`src/rtl/tdp_ram_pkg.sv`:
```
// Shared constants and the byte-lane merge helper for the true dual-port RAM.
package tdp_ram_pkg;

    localparam int RDW_WRITE_FIRST = 0;
    localparam int RDW_READ_FIRST  = 1;
    localparam int RDW_NO_CHANGE   = 2;

    localparam int PRIO_A = 0;
    localparam int PRIO_B = 1;

    // Widest word the merge helper handles; callers zero-extend and truncate.
    localparam int MAX_W     = 1024;
    localparam int MAX_BYTES = MAX_W / 8;

    function automatic logic [MAX_W-1:0] be_merge(
        input logic [MAX_W-1:0]     old_w,
        input logic [MAX_W-1:0]     new_w,
        input logic [MAX_BYTES-1:0] be
    );
        logic [MAX_W-1:0] r;
        r = old_w;
        for (int i = 0; i < MAX_BYTES; i++) begin
            if (be[i]) begin
                r[8*i +: 8] = new_w[8*i +: 8];
            end
        end
        return r;
    endfunction

endpackage

```
`src/rtl/tdp_ram_rdpipe.sv`:
```
// Per-port read output stage: read-during-write select, out-of-range zeroing
// and an RD_LAT-deep data/valid pipeline.
module tdp_ram_rdpipe
    import tdp_ram_pkg::*;
#(
    parameter int DATA_W   = 8,
    parameter int RD_LAT   = 1,
    parameter int RDW_MODE = RDW_WRITE_FIRST
) (
    input  logic              clk,
    input  logic              rst_n,
    input  logic              re,
    input  logic              we,
    input  logic              oor,
    input  logic [DATA_W-1:0] old_word,
    input  logic [DATA_W-1:0] post_word,
    output logic [DATA_W-1:0] q,
    output logic              rvalid
);

    logic              fire;
    logic [DATA_W-1:0] word;

    always_comb begin
        fire = re && !(we && (RDW_MODE == RDW_NO_CHANGE));
        word = old_word;
        if (oor) begin
            word = '0;
        end else if (we && (RDW_MODE == RDW_WRITE_FIRST)) begin
            word = post_word;
        end
    end

    genvar gi;
    for (gi = 0; gi < RD_LAT; gi++) begin : g_stage
        logic              v_in;
        logic [DATA_W-1:0] d_in;
        logic              valid_d, valid_q;
        logic [DATA_W-1:0] data_d, data_q;

        if (gi == 0) begin : g_head
            assign v_in = fire;
            assign d_in = word;
        end else begin : g_tail
            assign v_in = g_stage[gi-1].valid_q;
            assign d_in = g_stage[gi-1].data_q;
        end

        // Data only advances with a valid beat so q holds between reads.
        always_comb begin
            valid_d = v_in;
            data_d  = v_in ? d_in : data_q;
        end

        always_ff @(posedge clk or negedge rst_n) begin
            if (!rst_n) begin
                valid_q <= 1'b0;
                data_q  <= '0;
            end else begin
                valid_q <= valid_d;
                data_q  <= data_d;
            end
        end
    end

    assign q      = g_stage[RD_LAT-1].data_q;
    assign rvalid = g_stage[RD_LAT-1].valid_q;

endmodule

```
`src/rtl/tdp_ram_sync.sv`:
```
// Single-clock true dual-port RAM with byte enables, selectable read-during-write
// behaviour and prioritised same-address write arbitration.
module tdp_ram_sync
    import tdp_ram_pkg::*;
#(
    parameter int DATA_W    = 8,
    parameter int ADDR_W    = 6,
    parameter int DEPTH     = 64,
    parameter int RD_LAT    = 1,
    parameter int RDW_MODE  = RDW_WRITE_FIRST,
    parameter int COLL_PRIO = PRIO_A
) (
    input  logic                  clk,
    input  logic                  rst_n,
    input  logic                  we_a,
    input  logic                  re_a,
    input  logic [DATA_W/8-1:0]   be_a,
    input  logic [ADDR_W-1:0]     addr_a,
    input  logic [DATA_W-1:0]     data_a,
    output logic [DATA_W-1:0]     q_a,
    output logic                  rvalid_a,
    input  logic                  we_b,
    input  logic                  re_b,
    input  logic [DATA_W/8-1:0]   be_b,
    input  logic [ADDR_W-1:0]     addr_b,
    input  logic [DATA_W-1:0]     data_b,
    output logic [DATA_W-1:0]     q_b,
    output logic                  rvalid_b,
    output logic                  coll
);

    localparam int              NB        = DATA_W / 8;
    localparam logic [ADDR_W:0] DEPTH_CMP = (ADDR_W+1)'(DEPTH);

    if (RD_LAT != 1 && RD_LAT != 2) begin : g_bad_lat
        $error("tdp_ram_sync: RD_LAT must be 1 or 2");
    end
    if (DATA_W % 8 != 0 || DATA_W > MAX_W) begin : g_bad_width
        $error("tdp_ram_sync: DATA_W must be a multiple of 8 within the merge helper width");
    end
    if (DEPTH > 2**ADDR_W) begin : g_bad_depth
        $error("tdp_ram_sync: DEPTH exceeds the address space");
    end

    function automatic logic [DATA_W-1:0] merge_w(
        input logic [DATA_W-1:0] old_w,
        input logic [DATA_W-1:0] new_w,
        input logic [NB-1:0]     be
    );
        return DATA_W'(be_merge(MAX_W'(old_w), MAX_W'(new_w), MAX_BYTES'(be)));
    endfunction

    logic              in_a, in_b, same_addr;
    logic [NB-1:0]     wbe_a, wbe_b;
    logic [DATA_W-1:0] rd_word_a, rd_word_b, post_a, post_b;
    logic              coll_d, coll_q;

    always_comb begin
        in_a      = {1'b0, addr_a} < DEPTH_CMP;
        in_b      = {1'b0, addr_b} < DEPTH_CMP;
        wbe_a     = (we_a && in_a) ? be_a : '0;
        wbe_b     = (we_b && in_b) ? be_b : '0;
        same_addr = (addr_a == addr_b);
        post_a    = merge_w(rd_word_a, data_a, wbe_a);
        post_b    = merge_w(rd_word_b, data_b, wbe_b);
        // A shared address ends up with both writes applied, winner last.
        if (same_addr) begin
            if (COLL_PRIO == PRIO_A) begin
                post_a = merge_w(merge_w(rd_word_a, data_b, wbe_b), data_a, wbe_a);
            end else begin
                post_a = merge_w(merge_w(rd_word_a, data_a, wbe_a), data_b, wbe_b);
            end
            post_b = post_a;
        end
        coll_d = same_addr && (|(wbe_a & wbe_b));
    end

    genvar gi;
    for (gi = 0; gi < NB; gi++) begin : g_lane
        logic [7:0] mem [0:DEPTH-1];

        // The later non-blocking write wins, so the priority port goes second.
        always_ff @(posedge clk) begin
            if (COLL_PRIO == PRIO_A) begin
                if (wbe_b[gi]) mem[addr_b] <= data_b[8*gi +: 8];
                if (wbe_a[gi]) mem[addr_a] <= data_a[8*gi +: 8];
            end else begin
                if (wbe_a[gi]) mem[addr_a] <= data_a[8*gi +: 8];
                if (wbe_b[gi]) mem[addr_b] <= data_b[8*gi +: 8];
            end
        end

        assign rd_word_a[8*gi +: 8] = mem[addr_a];
        assign rd_word_b[8*gi +: 8] = mem[addr_b];
    end

    always_ff @(posedge clk or negedge rst_n) begin
        if (!rst_n) begin
            coll_q <= 1'b0;
        end else begin
            coll_q <= coll_d;
        end
    end

    assign coll = coll_q;

    tdp_ram_rdpipe #(
        .DATA_W   (DATA_W),
        .RD_LAT   (RD_LAT),
        .RDW_MODE (RDW_MODE)
    ) u_rdpipe_a (
        .clk       (clk),
        .rst_n     (rst_n),
        .re        (re_a),
        .we        (we_a),
        .oor       (!in_a),
        .old_word  (rd_word_a),
        .post_word (post_a),
        .q         (q_a),
        .rvalid    (rvalid_a)
    );

    tdp_ram_rdpipe #(
        .DATA_W   (DATA_W),
        .RD_LAT   (RD_LAT),
        .RDW_MODE (RDW_MODE)
    ) u_rdpipe_b (
        .clk       (clk),
        .rst_n     (rst_n),
        .re        (re_b),
        .we        (we_b),
        .oor       (!in_b),
        .old_word  (rd_word_b),
        .post_word (post_b),
        .q         (q_b),
        .rvalid    (rvalid_b)
    );

endmodule

```
`config.mk`:
```
export PLATFORM = sky130hd
export DESIGN_NAME = tdp_ram_sync
export DESIGN_NICKNAME = d
export VERILOG_FILES = /design/src/rtl/tdp_ram_pkg.sv /design/src/rtl/tdp_ram_rdpipe.sv /design/src/rtl/tdp_ram_sync.sv
export SDC_FILE = /design/constraint.sdc
export NUM_CORES = 1
export LEC_CHECK = 0
export BUFFER_PORTS_ARGS = -buffer_cell sky130_fd_sc_hd__buf_2
export CORE_MARGIN = 2
export CORE_UTILIZATION = 45
export DETAILED_ROUTE_END_ITERATION = 16
export PLACE_DENSITY = 0.68
export SLEW_MARGIN = 15
export SYNTH_ARGS = -nofsm -noshare
export SYNTH_HDL_FRONTEND = slang
export SYNTH_SLANG_ARGS = --single-unit
```
`constraint.sdc`:
```
create_clock -name clk -period 3.07 [get_ports clk]
set_clock_uncertainty 0.2 [all_clocks]
set_input_delay 0.614 -clock clk [delete_from_list [all_inputs] [get_ports clk]]
set_output_delay 0.614 -clock clk [all_outputs]
set_load 0.005 [all_outputs]
```
Word-level counts from Yosys, hierarchy flattened:

Memory sizes are Yosys's and may differ from the RTL's.
Cells that the tools add are included.

* register bits after elaboration: 19
* RAM bits: 512
* input bits: 36
* output and inout port bits: 19
* memories kept: 1

Memory list
* g_lane[0].mem: depth 64, width 8, rd ports 2, clocked after Yosys merged registers in 0, wr ports 2, RTL line tdp_ram_sync.sv:80 `logic [7:0] mem [0:DEPTH-1];`

* equal/unequal tests: 1
* mux-type cells: 14
* bitwise gates (word level): 1
* reduce and logical (&&, ||, !) cells: 1

Operators with widths (number)
* two-way mux 8 bit: 8
* == test 6 bit: 1
* two-way mux 1 bit: 6
* AND 1 bit: 1
* logical AND 1 bit: 1

Depth between registers and ports, before layout:

Gate-level depths: netlist of the first run.

* depth in word-level cells: 5
* depth in mapped cells: 12
* gate-level depth less buffers: 7

Hierarchy:

Synthesis of the first run repeated with hierarchy kept, for this count alone.

* cell total of the unflattened synthesis: 2538
* area total of the unflattened synthesis: 33310.7 sq um

By module, submodules not included
* tdp_ram_sync: instances 1, cells an instance 2464, area an instance 32462.4 sq um
* tdp_ram_rdpipe: instances 2, cells an instance 37, area an instance 424.2 sq um

Least setup slack after synthesis of the first run:

Ideal clock, no wire load.

* path type: input -> register
* start: input port addr_b[1]
* end: memory g_lane[0].mem[14][0] (enable)
* arrival: 2.678 ns
* slack: -0.184 ns
* cell stages on the path: 7
* buffers on the path: 5
* path through: buf_2 > buf_2 > buf_1 > clkbuf_1 > buf_1 > nand2_1 > o22ai_1

RTL lines
* start, declared: RTL line tdp_ram_sync.sv:25 `input logic [ADDR_W-1:0] addr_b,`
* end, declared: RTL line tdp_ram_sync.sv:80

Final worst setup path of the first run:

* start: input port addr_b[0]
* end: register u_rdpipe_b.g_stage[0].data_q[1] (netlist: u_rdpipe_b.q[1])

* longest elaborated chain between the ends: 4
* elaborated cells between the ends (all ways): 5

Ends and longest elaborated chain
* memory read (64 x 8 bit)
* two-way mux 8 bit: RTL line tdp_ram_pkg.sv:23 `if (be[i]) begin`
* two-way mux 8 bit: RTL line tdp_ram_sync.sv:67 `if (same_addr) begin`
* two-way mux 8 bit (*): RTL line tdp_ram_rdpipe.sv:29 `end else if (we && (RDW_MODE == RDW_WRITE_FIRST)) begin`
* end signal, assigned: RTL line tdp_ram_rdpipe.sv:61 `data_q <= data_d;`
* end, declared: RTL line tdp_ram_rdpipe.sv:39 `logic [DATA_W-1:0] data_d, data_q;`

Every way passes the cells marked *; elsewhere a longest branch is shown, timed or not.
A chain may end at the register's enable or synchronous reset.

==> results of run 1 <==
where the power goes:
part | total (mW) | internal [mW] | switching, mW | leakage (nW)
combinational | 3.04 | 1.26 | 1.78 | 8.47
sequential | 8.10 | 8.03 | 0.0664 | 4.83
clock | 7.99 | 4.79 | 3.20 | 1.05
layout make-up:
class,instances,area (sq um),share of cell area (%)
flip-flops and latches,531,15850,38.69
multi-input cells,1772,15540,37.93
repair buffers,695,6157,15.03
clock buffers,70,1582,3.860
well taps,950,1189,2.901
clock inverters,44,586.8,1.432
inverters,15,56.30,0.1374
diodes,4,10.01,0.02443
through the flow:
| step | setup WS (ps) | instance area, sq um | TNS (ps) |
|---|---|---|---|
| detailed placement | -622.2 | 38720 | -85860 |
| global placement | -653.5 | 38720 | -75240 |
| finish | -52.50 | 40970 | -52.50 |
| global route | 9.415 | 40960 | 0 |
| floorplan | -183.7 | 32580 | -13780 |
| CTS | 25.80 | 40910 | 0 |
cells in the mapped netlist, types with 10 or more instances:
cell type and count:
sky130_fd_sc_hd__edfxtp_1 512, sky130_fd_sc_hd__mux4_2 66, sky130_fd_sc_hd__o22ai_1 105, sky130_fd_sc_hd__o221ai_1 17, sky130_fd_sc_hd__o2bb2ai_1 14, sky130_fd_sc_hd__buf_2 48, sky130_fd_sc_hd__a22o_1 12, sky130_fd_sc_hd__nor2_1 123
sky130_fd_sc_hd__nor2b_1 14, sky130_fd_sc_hd__mux2_2 575, sky130_fd_sc_hd__a221o_1 28, sky130_fd_sc_hd__o211ai_1 10, sky130_fd_sc_hd__nand3_1 22, sky130_fd_sc_hd__clkbuf_1 204, sky130_fd_sc_hd__o22a_1 14, sky130_fd_sc_hd__a221oi_1 104
sky130_fd_sc_hd__dfrtp_1 19, sky130_fd_sc_hd__mux2i_1 77, sky130_fd_sc_hd__nor3_1 17, sky130_fd_sc_hd__a21oi_1 56, sky130_fd_sc_hd__and2_1 12, sky130_fd_sc_hd__buf_1 28, sky130_fd_sc_hd__and3b_1 11, sky130_fd_sc_hd__a22oi_1 99
sky130_fd_sc_hd__o21ai_0 120, sky130_fd_sc_hd__nand2_1 161
what timing repair did:
| item | CTS | global route |
|---|---|---|
| pin swaps | 0 | 1 |
| setup buffers | 0 | 2 |
| endpoints found under the hold margin | 19 | 0 |
| endpoints found under the setup margin | 2 | 8 |
| gates resized for setup | 2 | 11 |
| hold buffers | 1 | 0 |
final timing paths:
path,startpoint,endpoint,slack (ps)
worst min-delay path,re_a,u_rdpipe_a.rvalid,60
max in group asynchronous,rst_n,u_rdpipe_b.q[4],2020
worst max-delay path,addr_b[0],u_rdpipe_b.q[1],-50
worst max register to register,g_lane[0].mem[33][6],u_rdpipe_b.q[6],80
min in group asynchronous,rst_n,u_rdpipe_b.q[3],250
worst min register to register,u_rdpipe_a.q[7],u_rdpipe_a.q[7],290
flip-flops by register name (all words and copies together), names as in the netlist:
| name | cells |
|---|---|
| u_rdpipe_b.rvalid | 1 |
| coll | 1 |
| u_rdpipe_a.rvalid | 1 |
| g_lane.mem | 512 |
| u_rdpipe_b.q | 8 |
| u_rdpipe_a.q | 8 |
kinds of logic after synthesis:
kind of cell	Yosys count	share of synthesized area [%]
xor+xnor	6	0.1625
buf+inv	302	3.796
mux	722	27.33
simple gates	415	5.870
flops	531	49.02
compound gates	629	13.83
routing by layer:
metal	vias up	part of all wire, %	GRT usage [%]
met5	-	0.012	0
met3	504	13	9.759
li1	11360	-	-
met4	2	6.6	22.25
met2	2408	42	59.80
met1	14230	38	56.14
worst register-to-register path: cells and delay by family, from the launching register on:
family | cells | cell delay, ps
flops | 1 | 500
simple gates | 4 | 1220
mux | 1 | 530
compound gates | 2 | 420
==> implementation parameters, run 1 <==
Parameter                              Value

Synth
  Number of flops mapped to enable cells by yosys ... between 500 and 600
  Sequential-to-total area share from yosys stat ... around half
  Top cell type by total area after synthesis ... sky130_fd_sc_hd__edfxtp_1
  Post-Syn Area per Cell ... around 12 sq um
  Fraction of synthesized cell area taken by the top area cell type ... between 40% and 50%
  Cells after Synth ... about 2600
  Number of distinct library cell variants in the gate-level netlist after synthesis ... 67
  Net Count, Synth ... 2641
  Async set-or-reset flop fraction in the synthesized netlist ... around 3.6%
  Dominant cells by area after synthesis ... sky130_fd_sc_hd__edfxtp_1 48%, sky130_fd_sc_hd__mux2_2 20%, sky130_fd_sc_hd__mux4_2 4.6%
  Number of warning messages in the yosys log ... 0
  Netlist Area Pre-Place ... approximately 32000 sq um
  Most used flip-flop cell after synthesis ... sky130_fd_sc_hd__edfxtp_1
  Total of flip-flops plus latches after synthesis ... roughly 530

Worst setup path
  Worst-path cell chain ... buf_4 > buf_4 > mux4_2 > mux2i_1 > buf_4 > o22ai_1 > a311oi_2 > nand4b_1 > buf_4 > a32oi_1 > a211oi_1
  Critical path buffer and inverter count ... 4
  Slowest Stage Delay on Critical Path ... 590 ps
  Slowest library cell on the worst path ... sky130_fd_sc_hd__mux4_2
  Critical path depth in cells ... 11
  Logic depth of the worst register-to-register path ... 7
  Worst-path maximum fanout ... 16
  Kind of start point of the critical path ... primary input
  Critical Path Most Common Cell ... sky130_fd_sc_hd__buf_4
  Data arrival time of the worst path ... ~3400 ps
  Critical path class ... in -> reg
  Crit. End Element ... flip-flop
  Required time of the critical path ... approximately 3400 ps
  CP delay by family, top ... buffers and inverters

Finish
  Non-filler instance count after layout ... just over 4000
  Finished Core Util ... about 57%
  Number of fillers in the final layout ... about 6000
  Most used cells in the layout excluding fill and tap cells ... 575 x sky130_fd_sc_hd__mux2_2, 558 x sky130_fd_sc_hd__buf_4, 512 x sky130_fd_sc_hd__edfxtp_1
  Nets@finish ... between 3000 and 4000
  Share of final-layout standard cells stronger than drive strength 1 ... 48.42%
  Area growth from synthesis to layout ... 26.70%
  Most common cell after layout, fill and taps aside ... sky130_fd_sc_hd__mux2_2

Worst hold path
  Count of cells along the worst hold path ... 1
  Min-Delay Path Class ... in -> reg

CTS
  CTS root buf ... sky130_fd_sc_hd__clkbuf_16
  Clock buffer count from CTS ... 61
  Maximum count of clock buffers along a single path ... 3
  CTS sink cnt ... between 500 and 600
  TritonCTS clock tree ... done
  Worst-Skew Late Latency ... between 600 and 700 ps
  Clock transition at the registers of the reported paths ... around 60 ps
  Max H-tree Level ... 2

Detailed routing
  Total number of vias ... about 29000
  DR DRC count ... 0
  First-iteration detailed-routing DRC count ... ~5100
  DRT Wirelength ... 153600 um
  Number of iterations in the first detailed-routing pass ... 8
  Average routed wire per standard cell ... roughly 38 um
  ANT nets after route ... 0
  Vias per inst ... roughly 7.0

Timing
  Final Setup Violations ... 1
  Share of the cycle needed by the critical path after routing ... 101.7%
  Minimum clock period after layout ... roughly 3100 ps
  Upper clock frequency limit ... 0.3203 GHz
  Worst Max-Slew Pin Slew ... 1214 ps
  Headroom to the max-slew limit ... 18.91%
  Final critical-path setup slack ... -52.50 ps
  Number of hold violations in the final report ... 0
  Final number of max-transition violations ... 0
  RSZ-0062 raised after global routing ... false
  Worst Hold Margin ... about 64 ps

Floorplan
  Area enclosed by the die boundary ... approximately 74000 sq um
  Number of placement rows ... a little under 100
  Boundary Pins ... 55
  Vertical extent of the die ... between 200 and 300 um
  Die X ... 272.1 um
  Initial core utilization ... ~45%
  Core ar. ... 71360 sq um

Global routing
  Antenna violations before repair ... 5
  Grt total ovfl ... 0
  Total GRT Usage ... 40.89%
  Global-route wire length before repair ... 214000 um
  Largest net degree at the start of global routing ... 66
  Vias in the first global route ... approximately 27000

Job
  Number of max-capacitance violations reported ... 0

Power and ir drop
  Leak ... ~14 nW
  Worst IR Drop VDD ... roughly 0.47 mV
  Pwr per Cell Area ... roughly 470 nW/um^2
  Pwr Total ... between 15 and 20 mW

Placed design
  HPWL after detailed placement ... between 100000 and 150000 um
  Number of I/O port buffers ... 54
  Routability congestion estimate from global placement ... 1.088
  Cell total after placement ... just under 4000

Outcome
  Violations in the final reports ... setup timing
  Result of the run ... finished, violations left
No activity file was read; power rests on OpenSTA's default activity.
==> run 2: changes to the inputs <==
Settings changed: SKIP_CTS_REPAIR_TIMING from default to 1.
==> run 2 against run 1 <==
Flip-flop and latch count unchanged. Die area unchanged. Clock power about the same. Register-to-register slack better by 20 ps. The flow now finishes without violations. Non-clock buffer count unchanged. Fmax up 2.0%. Sequential power about the same. Largest power group unchanged.
==> implementation parameters, run 2 (same netlist as run 1, synthesis figures left out) <==
Parameter                              Value

Power and ir drop
  Part of the total power dissipated in combinational logic ... 15.9% (about the same)
  Leak ... 14.35 nW (unchanged)
  NetSw ... 5.045 mW (about the same)
  Internal portion of total power ... 14.08 mW (about the same)
  Fraction of power consumed by the clock network ... 41.8% (about the same)
  Share of total power in sequential cells ... 42.3% (was 42.4%)
  Share of total power consumed by net switching ... 26.38% (about the same)
  Worst IR Drop VDD ... 0.4708 mV (was 0.4692 mV)
  Pwr per Cell Area ... 466.9 nW/um^2 (was 466.8 nW/um^2)
  Pwr Total ... 19.13 mW (about the same)

Worst setup path
  Worst-path maximum fanout ... 16 (unchanged)
  Kind of start point of the critical path ... primary input (unchanged)
  Required time of the critical path ... 3370 ps (about the same)
  Crit. End Element ... flip-flop (unchanged)
  Data arrival time of the worst path ... 3360 ps (was 3420 ps)
  Critical path class ... in -> reg (unchanged)

Detailed routing
  Number of iterations in the first detailed-routing pass ... 6 (was 8)
  Met3 Routed Length ... 19870 um (was 19490 um)
  DR DRC count ... 0 (unchanged)
  First-iteration detailed-routing DRC count ... 4700 (was 5077)
  Average routed wire per standard cell ... 37.64 um (was 37.65 um)
  Met1 layer wirelength in the final routing ... 58660 um (was 59080 um)
  Total number of vias ... 28470 (was 28500)
  Uppermost routed layer ... met5 (unchanged)
  Met2 wire len ... 64830 um (was 64860 um)
  ANT nets after route ... 0 (unchanged)
  DRT Wirelength ... 153500 um (was 153600 um)
  Vias per inst ... 6.980 (was 6.984)

Floorplan
  Area enclosed by the die boundary ... 74020 sq um (unchanged)
  Die X ... 272.1 um (unchanged)
  Boundary Pins ... 55 (unchanged)
  Vertical extent of the die ... 272.1 um (unchanged)
  Number of placement rows ... 98 (unchanged)
  Initial core utilization ... 45.31% (unchanged)
  Core ar. ... 71360 sq um (unchanged)

Finish
  Register containing the most flip-flops in the final layout ... g_lane.mem (unchanged)
  Area occupied by registers ... 15850 sq um (unchanged)
  Nets@finish ... 3112 (unchanged)
  Share of final-layout standard cells stronger than drive strength 1 ... 48.42% (unchanged)
  Non-filler instance count after layout ... 4078 (was 4081)
  Flip-flop count of the largest register after layout ... 512 (unchanged)
  Most used cells in the layout excluding fill and tap cells ... 575 x sky130_fd_sc_hd__mux2_2, 558 x sky130_fd_sc_hd__buf_4, 512 x sky130_fd_sc_hd__edfxtp_1 (unchanged)
  Area growth from synthesis to layout ... 26.67% (was 26.70%)
  Multi-input gate area in the final layout ... 15540 sq um (unchanged)
  Number of fillers in the final layout ... 5921 (was 5919)
  Most common cell after layout, fill and taps aside ... sky130_fd_sc_hd__mux2_2 (unchanged)

Timing
  Number of hold violations in the final report ... 0 (unchanged)
  Headroom to the max-slew limit ... 17.47% (was 18.91%)
  Share of the cycle needed by the critical path after routing ... 99.74% (was 101.7%)
  Worst Max-Slew Pin Slew ... 1235 ps (was 1214 ps)
  Minimum clock period after layout ... 3062 ps (was 3122 ps)
  Final Setup Violations ... 0 (was 1)
  Final setup TNS ... 0 ps (was -52.50 ps)
  Final critical-path setup slack ... 7.834 ps (was -52.50 ps)
  Final number of max-transition violations ... 0 (unchanged)
  Upper clock frequency limit ... 0.3266 GHz (was 0.3203 GHz)
  RSZ-0062 raised after global routing ... false (unchanged)

Global routing
  Largest net degree at the start of global routing ... 66 (unchanged)
  Vias in the first global route ... 27460 (was 27490)
  Antenna violations before repair ... 5 (unchanged)
  Total GRT Usage ... 40.88% (was 40.89%)
  Grt total ovfl ... 0 (unchanged)
  Global-route wire length before repair ... 214000 um (about the same)

CTS
  Max H-tree Level ... 2 (unchanged)
  Worst-Skew Late Latency ... 680 ps (about the same)
  TritonCTS clock tree ... done (unchanged)
  CTS root buf ... sky130_fd_sc_hd__clkbuf_16 (unchanged)
  Maximum count of clock buffers along a single path ... 3 (unchanged)
  CTS sink cnt ... 531 (unchanged)
  Clock buffer count from CTS ... 61 (unchanged)
  Clock transition at the registers of the reported paths ... 70 ps (was 60 ps)

Job
  Number of max-capacitance violations reported ... 0 (unchanged)

Worst hold path
  Min-Delay Path Class ... in -> reg (unchanged)

Placed design
  Routability congestion estimate from global placement ... 1.088 (unchanged)
  HPWL after detailed placement ... 113400 um (unchanged)
  Cell total after placement ... 3960 (unchanged)
  Number of I/O port buffers ... 54 (unchanged)
  Pre-CTS setup slack ... -622.2 ps (unchanged)

Outcome
  Result of the run ... finished clean (was finished, violations left)
run 2: cell type report:
| class | count | area share, % |
|---|---|---|
| antenna | 1 | 0.006109 |
| clock buffer | 70 | 3.861 |
| clock inverter | 44 | 1.433 |
| inverter | 15 | 0.1375 |
| multi-input combinational | 1772 | 37.94 |
| sequential | 531 | 38.69 |
| tap | 950 | 2.902 |
| timing repair buffer | 695 | 15.03 |
run 2: power groups by stage:
stage | sequential (mW) | combinational [mW] | clock [mW]
floorplan | 8.22 | 1.39 | 0
global placement | 8.25 | 2.86 | 0
detailed placement | 8.25 | 2.89 | 0
CTS | 8.10 | 2.90 | 8.03
global route | 8.10 | 3.09 | 8.29
finish | 8.10 | 3.04 | 7.99
run 2: worst paths after layout:
path	slack [ps]	cells past startpoint	start	endpoint
setup / recovery	8	11	addr_b[0]	u_rdpipe_b.q[1]
setup reg to reg	100	7	g_lane[0].mem[33][6]	u_rdpipe_b.q[6]
min in group asynchronous	250	2	rst_n	u_rdpipe_b.q[3]
max in group asynchronous	2010	2	rst_n	u_rdpipe_b.q[4]
hold reg to reg	290	2	u_rdpipe_a.q[7]	u_rdpipe_a.q[7]
hold / removal	60	1	re_a	u_rdpipe_a.rvalid
run 2: worst max-delay path: stages:
cell,delay [ps]
sky130_fd_sc_hd__buf_4,270
sky130_fd_sc_hd__buf_4,280
sky130_fd_sc_hd__mux4_2,600
sky130_fd_sc_hd__mux2i_1,170
sky130_fd_sc_hd__buf_4,120
sky130_fd_sc_hd__o22ai_1,190
sky130_fd_sc_hd__a311oi_2,310
sky130_fd_sc_hd__nand4b_1,280
sky130_fd_sc_hd__buf_4,230
sky130_fd_sc_hd__a32oi_1,190
sky130_fd_sc_hd__a211oi_1,100
run 2: per-stage QoR:
stage | utilization, % | hold slack (ps) | instance area [sq um]
detailed placement | 54.26 | 281.8 | 38720
global placement | 54.26 | 272.8 | 38720
floorplan | - | 118.4 | 32580
finish | 57.40 | 61.60 | 40960
global route | 57.40 | 70.41 | 40960
CTS | 57.30 | -294.6 | 40890
run 2: metal layers:
layer  vias up  GRT usage (%)
met2      2388          59.88
met5         -              0
li1      11360              -
met3       506          9.759
met1     14210          56.05
met4         2          22.24
